===== src/rtl/des_key_schedule.sv =====
// rtl/des_key_schedule.sv - Sequential DES key schedule, one 48-bit round key per handshake
//
// Purpose: expands a 64-bit DES key into the sixteen round keys on the fly from a
// rotating C/D register pair. Keys are issued K1..K16 (encrypt) or K16..K1 (decrypt).
//
// Ports:
//   clk_i         clock, rising edge
//   rst_ni        synchronous active-low reset
//   key_i[63:0]   DES key, key_i[64-n] is DES bit n (parity bits ignored)
//   decrypt_i     0 = K1..K16, 1 = K16..K1; sampled with an accepted start
//   start_i       start request, accepted while ready_o=1
//   ready_o       block can accept start_i (IDLE or DONE)
//   rkey_o[47:0]  current round key, rkey_o[48-n] is round-key bit n
//   rkey_valid_o  rkey_o holds a valid round key
//   rkey_ready_i  consumer accepts rkey_o when rkey_valid_o is also high
//   round_o[3:0]  position of the key on rkey_o in the issue order
//   done_o        one-cycle pulse after the 16th key transfer

module des_key_schedule (
  input  logic        clk_i,
  input  logic        rst_ni,
  input  logic [63:0] key_i,
  input  logic        decrypt_i,
  input  logic        start_i,
  output logic        ready_o,
  output logic [47:0] rkey_o,
  output logic        rkey_valid_o,
  input  logic        rkey_ready_i,
  output logic [3:0]  round_o,
  output logic        done_o
);

  typedef enum logic [1:0] {
    ST_IDLE = 2'd0,
    ST_RUN  = 2'd1,
    ST_DONE = 2'd2
  } state_e;

  // Permuted choice tables, first table entry in the most significant slot.
  localparam logic [56*6-1:0] PC1_TAB = {
    6'd57, 6'd49, 6'd41, 6'd33, 6'd25, 6'd17, 6'd9,
    6'd1,  6'd58, 6'd50, 6'd42, 6'd34, 6'd26, 6'd18,
    6'd10, 6'd2,  6'd59, 6'd51, 6'd43, 6'd35, 6'd27,
    6'd19, 6'd11, 6'd3,  6'd60, 6'd52, 6'd44, 6'd36,
    6'd63, 6'd55, 6'd47, 6'd39, 6'd31, 6'd23, 6'd15,
    6'd7,  6'd62, 6'd54, 6'd46, 6'd38, 6'd30, 6'd22,
    6'd14, 6'd6,  6'd61, 6'd53, 6'd45, 6'd37, 6'd29,
    6'd21, 6'd13, 6'd5,  6'd28, 6'd20, 6'd12, 6'd4
  };

  localparam logic [48*6-1:0] PC2_TAB = {
    6'd14, 6'd17, 6'd11, 6'd24, 6'd1,  6'd5,
    6'd3,  6'd28, 6'd15, 6'd6,  6'd21, 6'd10,
    6'd23, 6'd19, 6'd12, 6'd4,  6'd26, 6'd8,
    6'd16, 6'd7,  6'd27, 6'd20, 6'd13, 6'd2,
    6'd41, 6'd52, 6'd31, 6'd37, 6'd47, 6'd55,
    6'd30, 6'd40, 6'd51, 6'd45, 6'd33, 6'd48,
    6'd44, 6'd49, 6'd39, 6'd56, 6'd34, 6'd53,
    6'd46, 6'd42, 6'd50, 6'd36, 6'd29, 6'd32
  };

  // DES bit n of the key lives at key[64-n]; with a 6-bit index 64-n == 0-n.
  function automatic logic [55:0] pc1(input logic [63:0] key);
    logic [56*6-1:0] tab;
    logic [55:0]     res;
    tab = PC1_TAB;
    res = '0;
    for (int i = 0; i < 56; i++) begin
      res = {res[54:0], key[6'd0 - tab[56*6-1 -: 6]]};
      tab = tab << 6;
    end
    return res;
  endfunction

  // CD bit n lives at cd[56-n].
  function automatic logic [47:0] pc2(input logic [55:0] cd);
    logic [48*6-1:0] tab;
    logic [47:0]     res;
    tab = PC2_TAB;
    res = '0;
    for (int i = 0; i < 48; i++) begin
      res = {res[46:0], cd[6'd56 - tab[48*6-1 -: 6]]};
      tab = tab << 6;
    end
    return res;
  endfunction

  state_e      state_q, state_d;
  logic [27:0] c_q, c_d;
  logic [27:0] d_q, d_d;
  logic [3:0]  round_q, round_d;
  logic        dec_q, dec_d;

  logic        accept;
  logic        xfer;
  logic        single_shift;
  logic [55:0] cd_load;

  assign accept  = (state_q != ST_RUN) && start_i;
  assign xfer    = (state_q == ST_RUN) && rkey_ready_i;
  assign cd_load = pc1(key_i);

  // Rounds 0, 7, 14 and 15 are followed by a one-position rotate in both
  // directions: encrypt uses s(r+2), decrypt uses s(16-r), and both land on
  // the single-shift entries {1,2,9,16} for exactly these rounds.
  assign single_shift = (round_q == 4'd0) || (round_q == 4'd7) ||
                        (round_q == 4'd14) || (round_q == 4'd15);

  // State register
  always_ff @(posedge clk_i) begin
    if (!rst_ni) begin
      state_q <= ST_IDLE;
    end else begin
      state_q <= state_d;
    end
  end

  // Next-state logic
  always_comb begin
    state_d = state_q;
    case (state_q)
      ST_IDLE: if (start_i) state_d = ST_RUN;
      ST_RUN:  if (rkey_ready_i && (round_q == 4'd15)) state_d = ST_DONE;
      ST_DONE: state_d = start_i ? ST_RUN : ST_IDLE;
      default: state_d = ST_IDLE;
    endcase
  end

  // Output decode
  always_comb begin
    ready_o      = 1'b0;
    rkey_valid_o = 1'b0;
    done_o       = 1'b0;
    case (state_q)
      ST_IDLE: ready_o = 1'b1;
      ST_RUN:  rkey_valid_o = 1'b1;
      ST_DONE: begin
        ready_o = 1'b1;
        done_o  = 1'b1;
      end
      default: ready_o = 1'b0;
    endcase
  end

  assign rkey_o  = pc2({c_q, d_q});
  assign round_o = round_q;

  // Datapath registers
  always_ff @(posedge clk_i) begin
    if (!rst_ni) begin
      c_q     <= '0;
      d_q     <= '0;
      round_q <= '0;
      dec_q   <= 1'b0;
    end else begin
      c_q     <= c_d;
      d_q     <= d_d;
      round_q <= round_d;
      dec_q   <= dec_d;
    end
  end

  always_comb begin
    c_d     = c_q;
    d_d     = d_q;
    round_d = round_q;
    dec_d   = dec_q;
    if (accept) begin
      dec_d   = decrypt_i;
      round_d = 4'd0;
      if (decrypt_i) begin
        // Unrotated C0/D0 already yields K16.
        c_d = cd_load[55:28];
        d_d = cd_load[27:0];
      end else begin
        c_d = {cd_load[54:28], cd_load[55]};
        d_d = {cd_load[26:0],  cd_load[27]};
      end
    end else if (xfer) begin
      round_d = round_q + 4'd1;
      if (dec_q) begin
        c_d = single_shift ? {c_q[0], c_q[27:1]}   : {c_q[1:0], c_q[27:2]};
        d_d = single_shift ? {d_q[0], d_q[27:1]}   : {d_q[1:0], d_q[27:2]};
      end else begin
        c_d = single_shift ? {c_q[26:0], c_q[27]}  : {c_q[25:0], c_q[27:26]};
        d_d = single_shift ? {d_q[26:0], d_q[27]}  : {d_q[25:0], d_q[27:26]};
      end
    end
  end

endmodule


===== config.mk =====
export PLATFORM = sky130hd
export DESIGN_NAME = des_key_schedule
export DESIGN_NICKNAME = d
export VERILOG_FILES = /design/src/rtl/des_key_schedule.sv
export SDC_FILE = /design/constraint.sdc
export NUM_CORES = 1
export LEC_CHECK = 0
export ABC_AREA = 1
export CELL_PAD_IN_SITES_DETAIL_PLACEMENT = 1
export CELL_PAD_IN_SITES_GLOBAL_PLACEMENT = 1
export CORE_ASPECT_RATIO = 0.8
export CORE_MARGIN = 1
export CORE_UTILIZATION = 27
export DETAILED_ROUTE_END_ITERATION = 7
export PLACE_DENSITY_LB_ADDON = 0.1
export SYNTH_ARGS = -nofsm -noshare
export SYNTH_HDL_FRONTEND = slang
export SYNTH_SLANG_ARGS = --single-unit
export TNS_END_PERCENT = 100

===== constraint.sdc =====
create_clock -name clk_i -period 4.7 [get_ports clk_i]
set_input_delay 0.705 -clock clk_i [delete_from_list [all_inputs] [get_ports clk_i]]
set_output_delay 0.705 -clock clk_i [all_outputs]
set_load 0.05 [all_outputs]

**After elaboration in Yosys (flattened, before gate mapping)**

Index checks and enable logic that the tools add are counted.

- Bits in registers: 63
- Input bits: 69
- Output and inout bits: 55

- Add/sub/neg operators: 1
- Equal/unequal tests: 8
- Multiplexer cells: 19
- Bitwise gates (word level): 1
- Reduce and logical (&&, ||, !) cells: 12

Operator list:

| operator | count |
|---|---|
| 2-to-1 mux 28 bit | 12 |
| == test 4 bit (second input constant) | 2 |
| one-hot mux 2 bit (3 select lines) | 1 |
| adder 4 x 1 -> 4 bit (second input constant) | 1 |
| == test 4 x 3 -> 1 bit (second input constant) | 1 |
| zero test 4 bit | 1 |
| 2-to-1 mux 1 bit | 4 |
| 2-to-1 mux 2 bit | 2 |
| inequality test 2 x 1 -> 1 bit (second input constant) | 2 |
| OR reduction 2 bit | 2 |
| logical AND 1 bit | 3 |
| logical OR 1 bit | 3 |
| == test 2 x 1 -> 1 bit (second input constant) | 1 |
| == test 2 bit (second input constant) | 1 |
| zero test 2 bit | 1 |
| inequality test 2 bit (second input constant) | 1 |
| AND reduction 2 bit | 1 |
| nonzero test 2 bit | 1 |
| NOT 1 bit | 1 |

**Longest topological paths before layout**

Gate-level depths: netlist of run 1.

- Depth in word-level cells: 8
- Depth in mapped cells: 14
- Depth with buffers taken out: 12

**Worst setup path after synthesis of run 1**

OpenSTA, ideal clock, no wires.

- Path kind: flip-flop to flip-flop
- Start point: reg round_q[1], in the netlist round_o[1]
- End point: reg d_q[27]
- Library setup time: 0.109 ns
- Arrival time: 1.844 ns
- Data required time: 4.591 ns
- Setup slack: 2.747 ns
- Stages on the path, launching flop included: 15
- Path buffers: 2
- Period minus slack after synthesis: 1.953 ns
- Cells stage by stage: dfxtp_1 -> inv_1 -> ha_1 -> inv_1 -> nand2_1 -> nand3_2 -> nand2_1 -> buf_4 -> buf_4 -> nand2_1 -> nand2_1 -> nand2_1 -> nand3_1 -> nand2_1 -> inv_1

- Word-level cells in the longest chain between the ends: 8

RTL lines:

| what | line | text |
|---|---|---|
| from (decl) | 91 | `logic [3:0] round_q, round_d;` |
| from (signal assigned) | 158 | `round_q <= round_d;` |
| == test 4 x 3 -> 1 bit or zero test 4 bit (tied branches) | 106 | `assign single_shift = (round_q == 4'd0) \|\| (round_q == 4'd7) \|\|` |
| logical OR 1 bit (2 in a row) | 106 |  |
| logical OR 1 bit (*) | 107 | `(round_q == 4'd14) \|\| (round_q == 4'd15);` |
| 2-to-1 mux 28 bit, on equally long branches | 186, 183 |  |
| 2-to-1 mux 28 bit (*) | 181 | `if (dec_q) begin` |
| 2-to-1 mux 28 bit (*) | 179 | `end else if (xfer) begin` |
| 2-to-1 mux 28 bit (*) | 168 | `if (accept) begin` |
| to (signal assigned) | 152 | `d_q <= '0;` |
| to (signal assigned) | 157 | `d_q <= d_d;` |
| to (decl) | 90 | `logic [27:0] d_q, d_d;` |

Every way passes the cells marked *; elsewhere a longest branch is shown, timed or not. The select of a mux whose other input is x is not followed.
A chain may end at the register's enable or synchronous reset.

**Worst setup path in the final report of run 1**

- Start point: in start_i
- End point: reg c_q[24]

- Word-level cells in the longest chain between the ends: 2

RTL lines:

| what | line | text |
|---|---|---|
| from (decl) | 24 | `input logic start_i,` |
| logical AND 1 bit (*) | 99 | `assign accept = (state_q != ST_RUN) && start_i;` |
| 2-to-1 mux 28 bit or nonzero test 2 bit (tied branches) | -- |  |
| to (signal assigned) | 151 | `c_q <= '0;` |
| to (signal assigned) | 156 | `c_q <= c_d;` |
| to (decl) | 89 | `logic [27:0] c_q, c_d;` |

Every way passes the cells marked *; elsewhere a longest branch is shown, timed or not.

==> impl_results.rst, run 1 <==
.. list-table::
   :header-rows: 1

   * - Metric
     - Value
   * - Global-route layer with the greatest usage
     - met2
   * - Number of instances resized during post-cts repair
     - 0
   * - Buffers from clock root to sink, at most
     - 2
   * - Largest net degree at the start of global routing
     - about 110
   * - Initial standard-cell utilization of the core
     - around 28%
   * - Height of the die
     - between 100 and 150 um
   * - Fill cell count
     - ~3100
   * - Top-Level Pins
     - ~120
   * - Die width
     - 172 um
   * - Endpoints failing setup
     - 0
   * - Number of nets at the end of the flow
     - approximately 1300
   * - Global routing met2 resource utilization
     - 26.2%
   * - Hold Violations, Final
     - 0
   * - Worst Setup Slack post-DPL
     - between 1500 and 2000 ps
   * - Footprint of the multi-input gates
     - approximately 0.0033 mm^2
   * - Met3 usage in global routing
     - 3.30%
   * - PD cells
     - ~300 mW/mm^2
   * - Unrepaired setup endpoints after global routing
     - no
   * - Count of inserted antenna diode cells
     - 0
   * - Kind of cell adding the most delay to the critical path
     - buffers and inverters
   * - Number of buffers added by the clock tree synthesis step
     - 9
   * - Capturing point of the worst reg2reg path
     - c_q[24]
   * - Delay contributed by the slowest stage of the critical path
     - 550 ps
   * - TritonCTS clock tree
     - built
   * - Routed via count
     - about 6600
   * - Maximum clock frequency
     - 377 MHz
   * - VDD IR-drop max
     - around 150 uV
   * - Terminating pin of the worst hold path
     - round_o[3]
   * - Number of remaining DRC errors
     - 0
   * - Mapped Area
     - 0.00621 mm^2
   * - Startpoint of the worst register-to-register path
     - state_q[0]
   * - Placement row count
     - 49
   * - Wire length per cell
     - ~13 um
   * - CP Buf/Inv Count
     - 4
   * - Met1 routing resource usage after global routing
     - about a quarter
   * - Post-synthesis sequential area ratio
     - about 20%
   * - Vias per cell
     - between 4 and 5
   * - Kind of critical path
     - input port to flop
   * - Detailed Place HPWL
     - around 13 mm
   * - Clock root buffer
     - sky130_fd_sc_hd__clkbuf_16
   * - Least-Margin Pin Slew
     - 998 ps
   * - Max_cap viols
     - 0
   * - Number of flip-flops and latches in the synthesized netlist
     - between 60 and 70
   * - Vias in the first global route
     - between 6000 and 7000
   * - First-pass GRT wire length
     - about 33 mm
   * - Final number of max-transition violations
     - 0
   * - Total power
     - around 2.2 mW
   * - Total wire length after detailed routing
     - approximately 20 mm
   * - Quantity of hold-fixing buffers added after cts
     - 0
   * - Clock Skews
     - 16.2 ps
   * - Cell count after synthesis
     - 1179
   * - Worst Hold Depth
     - 2
   * - Number of nets in the synthesized netlist
     - 1251
   * - DR pass1 iterations
     - 4
   * - Fin crit period
     - approximately 2700 ps
   * - Warnings, synthesis
     - 0
   * - Largest fanout on the critical path
     - between 50 and 60
   * - Static leakage
     - around 4.4 nW
   * - Register-to-register setup slack
     - between 2000 and 2500 ps
   * - Origin of the worst min-delay path
     - round_o[3]
   * - Synth unique cells
     - 26
   * - Final worst-path setup slack
     - 2050 ps
   * - Relative slew slack
     - 33.5%
   * - Number of violations reported at the end of detailed-routing iteration 0
     - between 300 and 400
   * - Placer's final routability congestion estimate
     - 0.739
   * - Global Route Usage Sum
     - between 10% and 20%
   * - Placed inst area
     - roughly 0.0070 mm^2
   * - Die area
     - 0.0236 mm^2
   * - Sort of element at the end of the critical path
     - flop
   * - Worst-path cell chain
     - clkdlybuf4s50_1, nand2_4, inv_4, nor2_4, buf_4, nand2_1, nand3_1, nand2_1, inv_1
   * - Number of nets with antenna violations after detailed routing
     - 0
   * - Most common cell on crit path
     - sky130_fd_sc_hd__nand2_1
   * - Post-CTS setup buffer count
     - 0
   * - Leftover overflow at the end of global routing
     - 0
   * - CP max-delay cell
     - sky130_fd_sc_hd__buf_4
   * - Cell count of the worst reg-to-reg path
     - 11
   * - H-tree depth reported by CTS
     - 3
   * - Area grow syn2layout
     - 18.2%
   * - FF+latch area
     - around 0.0013 mm^2
   * - Post-synthesis area per instance
     - approximately 5.3 um^2
   * - Arr. time, crit path
     - just under 3000 ps
   * - Source-to-sink clock delay at the later pin of the worst-skew pair
     - ~340 ps
   * - Share of the cycle needed by the critical path after routing
     - between 50% and 60%
   * - Number of clock sinks
     - between 60 and 70
   * - Crit path launch type
     - input port
   * - Area inside the core boundary
     - between 0.02 and 0.025 mm^2
   * - Worst min-delay path category
     - flop to flop
   * - Status
     - completed
   * - Post-layout instance area
     - 0.00734 mm^2
   * - Clock slew at the register clock pins of the worst setup and hold paths
     - about 60 ps
   * - TNS Setup
     - 0 ps
   * - Crit path required time
     - 4990 ps
   * - Number of buffer cells added on primary ports
     - 115
   * - Fraction of final layout cells with drive strength greater than 1
     - ~6%
   * - Initial antenna violation count
     - 0
==> metal layers <==
layer  part of all wire [%]  routed length, um
met3                    4.0                803
met5                      0                  0
met2                     40               7980
met1                     55              11100
met4                   0.72                144
==> worst register-to-register path, delay by kind of cell (launching register included) <==
family / cells / cell delay [ps]
buffers and inverters: 5 / 990
AND/OR/NAND/NOR: 6 / 1010
flip-flops: 1 / 350
==> logic make-up after synthesis <==
kind of cell    after synthesis  share of synthesized area [%]
compound gates              118                           9.61
buf+inv                     351                           27.3
simple gates                644                           42.2
fa+ha+maj                     3                          0.605
flops                        63                           20.3
==> synth_stat cells <==
| library cell | number | area [um^2] |
|---|---|---|
| sky130_fd_sc_hd__o21ai_1 | 26 | 130 |
| sky130_fd_sc_hd__o21ai_2 | 1 | 8.76 |
| sky130_fd_sc_hd__buf_6 | 16 | 180 |
| sky130_fd_sc_hd__nor3b_1 | 1 | 7.51 |
| sky130_fd_sc_hd__a21oi_1 | 2 | 10.0 |
| sky130_fd_sc_hd__nor2_8 | 1 | 20.0 |
| sky130_fd_sc_hd__nand2_1 | 513 | 1930 |
| sky130_fd_sc_hd__inv_4 | 1 | 6.26 |
| sky130_fd_sc_hd__buf_2 | 22 | 110 |
| sky130_fd_sc_hd__nand2_2 | 2 | 12.5 |
| sky130_fd_sc_hd__inv_1 | 197 | 739 |
| sky130_fd_sc_hd__nor3_1 | 3 | 15.0 |
| sky130_fd_sc_hd__nor2_4 | 2 | 22.5 |
| sky130_fd_sc_hd__nor2_1 | 5 | 18.8 |
| sky130_fd_sc_hd__inv_2 | 39 | 146 |
| sky130_fd_sc_hd__o21ai_0 | 88 | 440 |
| sky130_fd_sc_hd__a211oi_1 | 1 | 7.51 |
| sky130_fd_sc_hd__nor4_1 | 1 | 6.26 |
| sky130_fd_sc_hd__buf_1 | 2 | 7.51 |
| sky130_fd_sc_hd__nand3_1 | 114 | 571 |
| sky130_fd_sc_hd__buf_4 | 60 | 450 |
| sky130_fd_sc_hd__clkbuf_1 | 14 | 52.6 |
| sky130_fd_sc_hd__ha_1 | 3 | 37.5 |
| sky130_fd_sc_hd__nand2_4 | 1 | 11.3 |
| sky130_fd_sc_hd__dfxtp_1 | 63 | 1260 |
| sky130_fd_sc_hd__nand3_2 | 1 | 10.0 |
==> cells in the final DEF (no fill, tap or decap), types with 3 or more instances in the layout <==
cell and n:
sky130_fd_sc_hd__o21ai_0 88, sky130_fd_sc_hd__buf_4 7, sky130_fd_sc_hd__inv_2 39, sky130_fd_sc_hd__nor3_1 3, sky130_fd_sc_hd__o21ai_1 26, sky130_fd_sc_hd__nor2_1 5
sky130_fd_sc_hd__nand2_1 512, sky130_fd_sc_hd__nand3_1 114, sky130_fd_sc_hd__clkdlybuf4s50_1 113, sky130_fd_sc_hd__inv_1 197, sky130_fd_sc_hd__clkbuf_16 9, sky130_fd_sc_hd__dfxtp_1 63
sky130_fd_sc_hd__ha_1 3
==> layout make-up <==
| cell class | instances | share of cell area (%) |
|---|---|---|
| clock inverters | 3 | 0.886 |
| flip-flops and latches | 63 | 17.2 |
| repair buffers | 122 | 16.5 |
| inverters | 237 | 12.2 |
| clock buffers | 13 | 3.55 |
| well taps | 306 | 5.22 |
| multi-input cells | 765 | 44.5 |
==> report_power, final <==
part	internal [mW]	switching, mW	total [mW]
registers	0.590	0.0570	0.647
clock network	0.494	0.267	0.761
logic	0.274	0.533	0.807
total	1.36	0.857	2.21
==> through the flow <==
step	utilization (%)	cells	hold WS, ps
floorplan	-	1179	529
global placement	31.2	1493	546
detailed placement	31.2	1493	543
CTS	32.6	1509	558
global route	32.6	1509	598
finish	32.6	1509	556
==> state kept, by name, indices dropped and copies added, names as in the netlist <==
register	flops
state_q	2
dec_q	1
d_q	28
round_o	4
c_q	28
==> worst max path at each step <==
stage,depth (start not counted),startpoint,slack [ps],end
floorplan,14,round_o[1],2750,d_q[27]
global placement,9,start_i,1670,c_q[0]
detailed placement,9,start_i,1670,c_q[18]
CTS,9,start_i,2030,c_q[0]
global route,9,start_i,1850,c_q[24]
finish,9,start_i,2050,c_q[24]
No activity file was read; power rests on OpenSTA's default activity.
==> run 2: changes to the inputs <==
Clock period 4.7 ns to 2.8 ns, I/O delays scaled along.
==> run 2 against run 1 <==
Compared with the run above: critical path depth decreased by 6; worst setup slack got worse by 1400 ps; sequential share of layout area decreased by 0.20 points; largest power group unchanged; die area unchanged; power increased by 60%; clock skew decreased by 9.3 ps; critical endpoint is now done_o; wire length decreased by 1.1%.
==> impl_results.rst, run 2 (synthesis results as in run 1) <==
.. list-table::
   :header-rows: 1

   * - Metric
     - Value
   * - Crit path launch type
     - flop
   * - Placer's final routability congestion estimate
     - 0.763 (+3.1%)
   * - Fin crit period
     - approximately 2200 ps
   * - Crit path required time
     - 2380 ps (-2610 ps)
   * - Clock slew at the register clock pins of the worst setup and hold paths
     - 60 ps (about the same)
   * - Wire length per cell
     - 13.1 um (-1.4%)
   * - Footprint of the multi-input gates
     - 0.00327 mm^2 (unchanged)
   * - Detailed Place HPWL
     - 13.7 mm (+2.4%)
   * - Least-Margin Pin Slew
     - 795 ps (-203 ps)
   * - PD cells
     - 478 mW/mm^2 (+58%)
   * - Top-Level Pins
     - 124 (unchanged)
   * - Worst Setup Slack post-DPL
     - 279 ps (-1390 ps)
   * - TNS Setup
     - 0 ps (unchanged)
   * - Global Route Usage Sum
     - 17.7% (+0.11 points)
   * - Number of instances resized during post-cts repair
     - 0 (unchanged)
   * - Post-layout utilization of the core
     - 33.0% (+0.38 points)
   * - Total wire length after detailed routing
     - 19.8 mm (-1.1%)
   * - Sort of element at the end of the critical path
     - primary output
   * - Vias per cell
     - 4.34 (-0.68%)
   * - Number of clock sinks
     - 63 (unchanged)
   * - Buffers from clock root to sink, at most
     - 2 (unchanged)
   * - Number of remaining DRC errors
     - 0 (unchanged)
   * - Non-filler cells in the finished layout
     - 1514 (+0.33%)
   * - Placed insts
     - 1499 (+0.40%)
   * - Clock Skews
     - 6.89 ps (-9.28 ps)
   * - Post-CTS setup buffer count
     - 0 (unchanged)
   * - Area inside the core boundary
     - 0.0225 mm^2 (unchanged)
   * - Number of nets at the end of the flow
     - 1276 (+0.47%)
   * - Maximum clock frequency
     - between 400 and 500 MHz
   * - Number of buffer cells added on primary ports
     - 115 (unchanged)
   * - Max_cap viols
     - 0 (unchanged)
   * - Relative slew slack
     - 46.9% (+13 points)
   * - Largest fanout on the critical path
     - 2 (-97%)
   * - Final number of max-transition violations
     - 0 (unchanged)
   * - Status
     - completed
   * - TritonCTS clock tree
     - built
   * - Height of the die
     - 138 um (unchanged)
   * - Die area
     - 0.0236 mm^2 (unchanged)
   * - Clock root buffer
     - sky130_fd_sc_hd__clkbuf_16
   * - Final worst-path setup slack
     - 644 ps (-1400 ps)
   * - Most frequent cells in the layout
     - sky130_fd_sc_hd__nand2_1 (512), sky130_fd_sc_hd__inv_1 (197), sky130_fd_sc_hd__nand3_1 (114)
   * - H-tree depth reported by CTS
     - 3 (unchanged)
   * - Endpoints failing setup
     - 0 (unchanged)
   * - Number of buffers added by the clock tree synthesis step
     - 9 (unchanged)
   * - FF+latch area
     - 0.00126 mm^2 (unchanged)
   * - VDD IR-drop max
     - 257 uV (+68%)
   * - Arr. time, crit path
     - 1740 ps (-1200 ps)
   * - Initial antenna violation count
     - 0 (unchanged)
   * - First-pass GRT wire length
     - 33.4 mm (+1.8%)
   * - Routed via count
     - 6565 (-0.35%)
   * - Source-to-sink clock delay at the later pin of the worst-skew pair
     - 340 ps (about the same)
   * - Number of nets with antenna violations after detailed routing
     - 0 (unchanged)
   * - Fill cell count
     - 3100 (-0.99%)
   * - Die width
     - 172 um (unchanged)
   * - Placement row count
     - 49 (unchanged)
   * - Vias in the first global route
     - 6455 (+2.9%)
   * - Number of violations reported at the end of detailed-routing iteration 0
     - 311 (+1.6%)
   * - Largest net degree at the start of global routing
     - 58 (-49%)
   * - Area grow syn2layout
     - 19.6%
   * - Static leakage
     - 4.48 nW (+0.85%)
   * - DR pass1 iterations
     - 4 (unchanged)
   * - Count of inserted antenna diode cells
     - 0 (unchanged)
   * - Most common library cell in the layout ignoring fill and taps
     - sky130_fd_sc_hd__nand2_1
   * - Kind of critical path
     - flop to primary output
   * - Worst min-delay path category
     - input port to flop
   * - Hold Violations, Final
     - 0 (unchanged)
   * - Leftover overflow at the end of global routing
     - 0 (unchanged)
   * - Unrepaired setup endpoints after global routing
     - no
   * - Quantity of hold-fixing buffers added after cts
     - 0 (unchanged)
   * - Fraction of final layout cells with drive strength greater than 1
     - 6.29% (+0.31 points)
   * - Initial standard-cell utilization of the core
     - 27.6% (unchanged)
   * - Share of the cycle needed by the critical path after routing
     - 77.0%
## run 2: report_power, final
group / internal (mW) / total, mW / switching [mW]
Sequential: 0.991 / 1.08 / 0.0939
Clock: 0.669 / 1.08 / 0.414
Combinational: 0.485 / 1.38 / 0.895
Total: 2.14 / 3.55 / 1.40
## run 2: final cells by class
type	count	area share, %
tap	306	5.16
inverter	237	12.0
sequential	63	17.0
multi-input combinational	765	44.0
timing repair buffer	128	18.1
clock buffer	15	3.74
## run 2: routing by layer
metal  up-vias  GRT usage, %  share of wire (%)  routed length, um
li1       3521             -                  -                  -
met1      2937          25.9                 54              10700
met2        94          26.9                 41               8150
met3        13          3.42                4.2                824
met4         0          3.17               0.72                142
met5         -             0                  0                  0
## run 2: worst max-delay path: stages, from the launching register on
cell                              delay (ps)
sky130_fd_sc_hd__dfxtp_1                 440
sky130_fd_sc_hd__inv_1                    70
sky130_fd_sc_hd__nor2_1                   90
sky130_fd_sc_hd__clkdlybuf4s50_1         800
## run 2: worst paths after layout
path | start | endpoint | cells past startpoint | slack [ps]
max | state_q[1] | done_o | 3 | 640
min | rst_ni | dec_q | 3 | 540
max reg2reg | state_q[0] | c_q[1] | 11 | 660
min reg2reg | round_o[3] | round_o[3] | 2 | 570
## run 2: through the flow
step	instance area [um^2]	power, mW	hold slack [ps]
after global routing	7420	3.82	563
final	7420	3.55	536
after floorplan	6210	2.18	529
after CTS	7420	3.62	533
after global placement	7150	2.49	551
after detailed placement	7150	2.50	573
==> edit 1 (flow settings as in run 2) <==
`d_q` no longer has a reset.
--- a/src/rtl/des_key_schedule.sv
+++ b/src/rtl/des_key_schedule.sv
@@ -151,3 +151,2 @@
       c_q     <= '0;
-      d_q     <= '0;
       round_q <= '0;
@@ -156,3 +155,2 @@
       c_q     <= c_d;
-      d_q     <= d_d;
       round_q <= round_d;
@@ -160,2 +158,6 @@
     end
+  end
+
+  always_ff @(posedge clk_i) begin
+    d_q <= d_d;
   end
Behaviour: not the same (Yosys sat finds a counterexample within 4 cycles, from zero or initial values and one cycle with rst_ni low).
==> edit 1 against run 2 <==
  * Setup slack got worse by 36 ps
  * Largest power group unchanged
  * Synthesized area fell by 9.4%
  * Global-route usage fell by 0.97 points
  * Sequential cell count did not move
  * Clock power rose by 14%
  * Highest routed layer unchanged
  * Wire length fell by 11%
  * Design area fell by 7.1%
  * Power rose by 7.8%
  * Register-to-register slack got worse by 50 ps
  * First-iteration DRC count rose by 13%
  * Sequential share of layout area rose by 5.4 points
==> edit 1: results (changes against run 2) <==
CTS
  – H-tree Lvls: 3 (unchanged)
  – Postcts setup bufs: 0 (unchanged)
  – Num CTS Buffers: 9 (unchanged)
  – Post-CTS sizing: 0 (unchanged)
  – Worst-skew pair later-pin latency: 340 ps (about the same)
  – Clock buffer depth: 2 (unchanged)
  – Clock transition at path regs: 50 ps
  – Root Driver: clkbuf_16 (unchanged)

Logic synthesis
  – Post-synth EDFFs: 28 (was 0)
  – Synth Area in Compound Gates: 0.145 (was 0.0961)
  – Multiplexer share of the synthesized area: 0.0498 (was 0)
  – Synth Area in XOR/XNOR: 0 (unchanged)
  – Syn Nets: 986 (was 1251)
  – Ranking of synthesized cells by area: nand2_1 (23%), edfxtp_1 (15%), dfxtp_1 (12%) (was nand2_1 (31%), dfxtp_1 (20%), inv_1 (12%))
  – YS warnings: 0 (unchanged)
  – Top cells by count, synth: nand2_1 (342), inv_1 (147), o21ai_0 (106) (was nand2_1 (513), inv_1 (197), nand3_1 (114))
  – Sequential share of the synthesized area: 0.274 (was 0.203)
  – Mean Syn Cell Area: 6.16 sq um (was 5.27 sq um)
  – Count of cell types in the netlist: 26 (unchanged)
  – Post-synth ARST share: 0 (unchanged)
  – Adder-Cell Fraction of Synth Area: 0.00667 (was 0.00605)
  – Synth Flop Type: dfxtp_1 (unchanged)

Placement
  – Port bufs: 115 (unchanged)
  – DP HPWL: 12.4 mm (was 13.7 mm)
  – Post-Place Cells: 1206 (was 1499)
  – GP Congestion: 0.755 (was 0.763)
  – Placed Instance Area: 6580 sq um (was 7150 sq um)
  – Worst Setup Slack post-DPL: 614 ps (was 279 ps)

Global route
  – Met3 GRT Util: 0.0344 (was 0.0342)
  – Global-route wire length before repair: 28.5 mm (was 33.4 mm)
  – Grt met1 use: 0.249 (was 0.259)
  – Largest net degree at the start of global routing: 53 (was 58)
  – Initial antenna violation count: 0 (unchanged)
  – Vias in the first global route: 5455 (was 6455)
  – M2 GR Usage: 0.245 (was 0.269)
  – Overall Global Routing Usage: 0.168 (was 0.177)

Detailed routing
  – DRT antenna net count: 0 (unchanged)
  – Iteration-0 DRC Markers: 350 (was 311)
  – Final WL: 17.6 mm (was 19.8 mm)
  – Vias per cell: 4.46 (was 4.34)
  – Drt pass-1 iters: 4 (unchanged)
  – Post-DR wirelength/cell: 14.4 um (was 13.1 um)

Run status
  – Outcome: complete, no violations (unchanged)

Min path
  – Class of the worst hold path: reg -> reg (was in -> reg)

Pwr
  – Peak supply drop: 0.000215 V (was 0.000257 V)
  – Leak: 3.56 nW (was 4.48 nW)

Final layout
  – Nets@finish: 1025 (was 1276)
  – FILL cells: 2629 (was 3100)
  – Ant. Diodes: 0 (unchanged)
  – Share of layout cells above drive strength 1: 0.0449 (was 0.0629)

Timing
  – Relative slew slack: 0.618 (was 0.469)
  – Clock Skew: 7.88 ps (was 6.89 ps)

Setup path
  – Crit path max fanout: 43 (was 2)
## edit 1: path summary, 6_finish.rpt
kind	startpoint	end	slack (ps)	depth (start not counted)
min	round_o[3]	round_o[3]	500	1
min reg2reg	round_o[3]	round_o[3]	500	1
max	round_o[1]	c_q[3]	610	12
max reg2reg	round_o[1]	c_q[3]	610	12
## edit 1: where the power goes
group | switching [mW] | internal (mW)
Sequential | 0.0961 | 1.10
Combinational | 0.909 | 0.492
Clock | 0.433 | 0.796
## edit 1: kinds of logic after synthesis
| kind of cell | after synthesis |
|---|---|
| adders and majority gates | 3 |
| buffers and inverters | 256 |
| muxes | 28 |
| and+or+nand+nor | 415 |
| AOI/OAI and AO/OA | 149 |
| DFF | 63 |
## edit 1: worst max-delay path, cell delays in order (launching register included)
cell	delay, ps
dfxtp_1	420
ha_1	260
inv_2	60
nand2_1	60
nand3_1	140
nand2_4	340
buf_4	400
nand2_1	120
nand2_1	80
nand2_1	60
nand3_1	100
nand2_1	50
inv_1	40
## edit 1: layout make-up
class,instances,area [sq um],area share
Inverter,154,578,0.0838
Sequential cell,63,1540,0.223
Timing Repair Buffer,130,1310,0.190
Clock inverter,5,72.6,0.0105
Clock buffer,11,243,0.0352
Multi-Input combinational cell,595,2820,0.409
Tap cell,264,330,0.0479
## edit 1: layer usage
metal,vias up,routed length [um]
li1,2896,-
met1,2465,9450
met2,84,7330
met5,-,0
met3,9,646
met4,0,161
==> edit 2 (config.mk and constraints of run 2) <==
Made on the original files. Make the reset (`rst_ni`) asynchronous in 2 clocked blocks. Comments in the files are not updated.
--- a/src/rtl/des_key_schedule.sv
+++ b/src/rtl/des_key_schedule.sv
@@ -109,3 +109,3 @@
   // State register
-  always_ff @(posedge clk_i) begin
+  always_ff @(posedge clk_i or negedge rst_ni) begin
     if (!rst_ni) begin
@@ -148,3 +148,3 @@
   // Datapath registers
-  always_ff @(posedge clk_i) begin
+  always_ff @(posedge clk_i or negedge rst_ni) begin
     if (!rst_ni) begin
Behaviour: differs if rst_ni is asserted again (counterexample within 4 cycles, from zero or initial values and one cycle with rst_ni low); with rst_ni held inactive, the same outputs for 4 cycles.
==> edit 2 against run 2 <==
  * Maximum frequency fell by 1.2%
  * Synthesized area fell by 0.71%
  * Sequential share of layout area rose by 3.9 points
  * Setup slack got worse by 26 ps
  * Critical path type unchanged
  * Wire length rose by 0.47%
  * Via count fell by 3.1%
  * Sequential cell count did not move
  * Design area rose by 1.7%
Power is left out: it rests on default switching activity, and per cell area and clock period it moved more than threefold.
==> edit 2: results (changes against run 2) <==
Run status
  – Outcome: complete, no violations (unchanged)

Logic synthesis
  – Synth Area in Compound Gates: 0.0106 (was 0.0961)
  – Sequential share of the synthesized area: 0.256 (was 0.203)
  – Adder-Cell Fraction of Synth Area: 0.00609 (was 0.00605)
  – Ranking of synthesized cells by area: nand2_1 (37%), dfrtp_1 (26%), nand3_1 (9.5%) (was nand2_1 (31%), dfxtp_1 (20%), inv_1 (12%))
  – Multiplexer share of the synthesized area: 0 (unchanged)
  – Cells after Synth: 1109 (was 1179)
  – Top cells by count, synth: nand2_1 (614), nand3_1 (117), inv_1 (95) (was nand2_1 (513), inv_1 (197), nand3_1 (114))
  – Post-synth ARST share: 1.00 (was 0)
  – Synth Flop Type: dfrtp_1 (was dfxtp_1)
  – Syn Nets: 1181 (was 1251)
  – Synth Area in XOR/XNOR: 0.00142 (was 0)

Final layout
  – Clkbuf count: 10 (was 15)
  – Inverters: 127 (was 237)
  – Share of layout cells above drive strength 1: 0.0933 (was 0.0629)
  – Multi-input gate share of total cell area: 0.456 (was 0.440)
  – FILL cells: 2980 (was 3100)
  – Sequential cell area share: 0.209 (was 0.170)
  – Plain + repair buffers: 130 (was 128)
  – Comb_multi_in: 811 (was 765)
  – ClkCell Share: 0.0416 (was 0.0374)
  – Buffer share of cell area: 0.179 (was 0.181)
  – Post-route insts no fill: 1453 (was 1514)
  – Footprint of the multi-input gates: 3440 sq um (was 3270 sq um)

CTS
  – Worst-skew pair later-pin latency: 350 ps
  – Clock buffer depth: 2 (unchanged)

Global route
  – Met3 GRT Util: 0.0298 (was 0.0342)
  – Grt met1 use: 0.273 (was 0.259)
  – M2 GR Usage: 0.259 (was 0.269)
  – Vias in the first global route: 6166 (was 6455)
  – Overall Global Routing Usage: 0.179 (was 0.177)
  – Global-route wire length before repair: 33.0 mm (was 33.4 mm)
  – Largest net degree at the start of global routing: 113 (was 58)

Placement
  – GP Congestion: 0.779 (was 0.763)
  – DP HPWL: 13.7 mm (about the same)
  – Placed Instance Area: 7230 sq um (was 7150 sq um)
  – Worst Setup Slack post-DPL: 277 ps (was 279 ps)

Setup path
  – Crit path max fanout: 5 (was 2)
  – Crit path arrival time: 1760 ps (was 1740 ps)

Detailed routing
  – WL met2: 7.90 mm (was 8.15 mm)
  – Iteration-0 DRC Markers: 310 (was 311)
  – Post-DR wirelength/cell: 13.7 um (was 13.1 um)
  – Vias post-DR: 6362 (was 6565)
  – Metal3 WL: 699 um (was 824 um)
  – Metal1 wirelength: 11.1 mm (was 10.7 mm)

Min path
  – Class of the worst hold path: in -> async (was in -> reg)

Flow run
  – Max-cap violation count: 0 (unchanged)

Timing
  – Clock Skew: 8.39 ps (was 6.89 ps)
  – Worst-margin pin slew: 813 ps (was 795 ps)
  – Minimum clock period: 2180 ps (was 2160 ps)
[edit 2: cell types whose count changed after synthesis, moves of 4 or more]
cell,before,now
nand2_1,513,614
buf_4,60,56
or2_2,0,54
buf_6,16,7
inv_2,39,12
dfrtp_1,0,63
o21ai_0,88,8
o21ai_1,26,0
clkinv_1,0,20
inv_1,197,95
dfxtp_1,63,0
[edit 2: final timing paths]
path,startpoint,end,cells after the start
hold reg to reg,state_q[0],state_q[0],1
max in group asynchronous,rst_ni,c_q[11],2
hold / removal,rst_ni,d_q[8],1
setup / recovery,state_q[1],rkey_valid_o,2
min in group clk_i,state_q[0],state_q[0],1
setup reg to reg,round_o[0],d_q[2],13
[edit 2: critical path: cells and delay by family, from the launching register on]
kind                   cells  cell delay, ps
AND/OR/NAND/NOR            1             160
buffers and inverters      1             810
flip-flops                 1             430
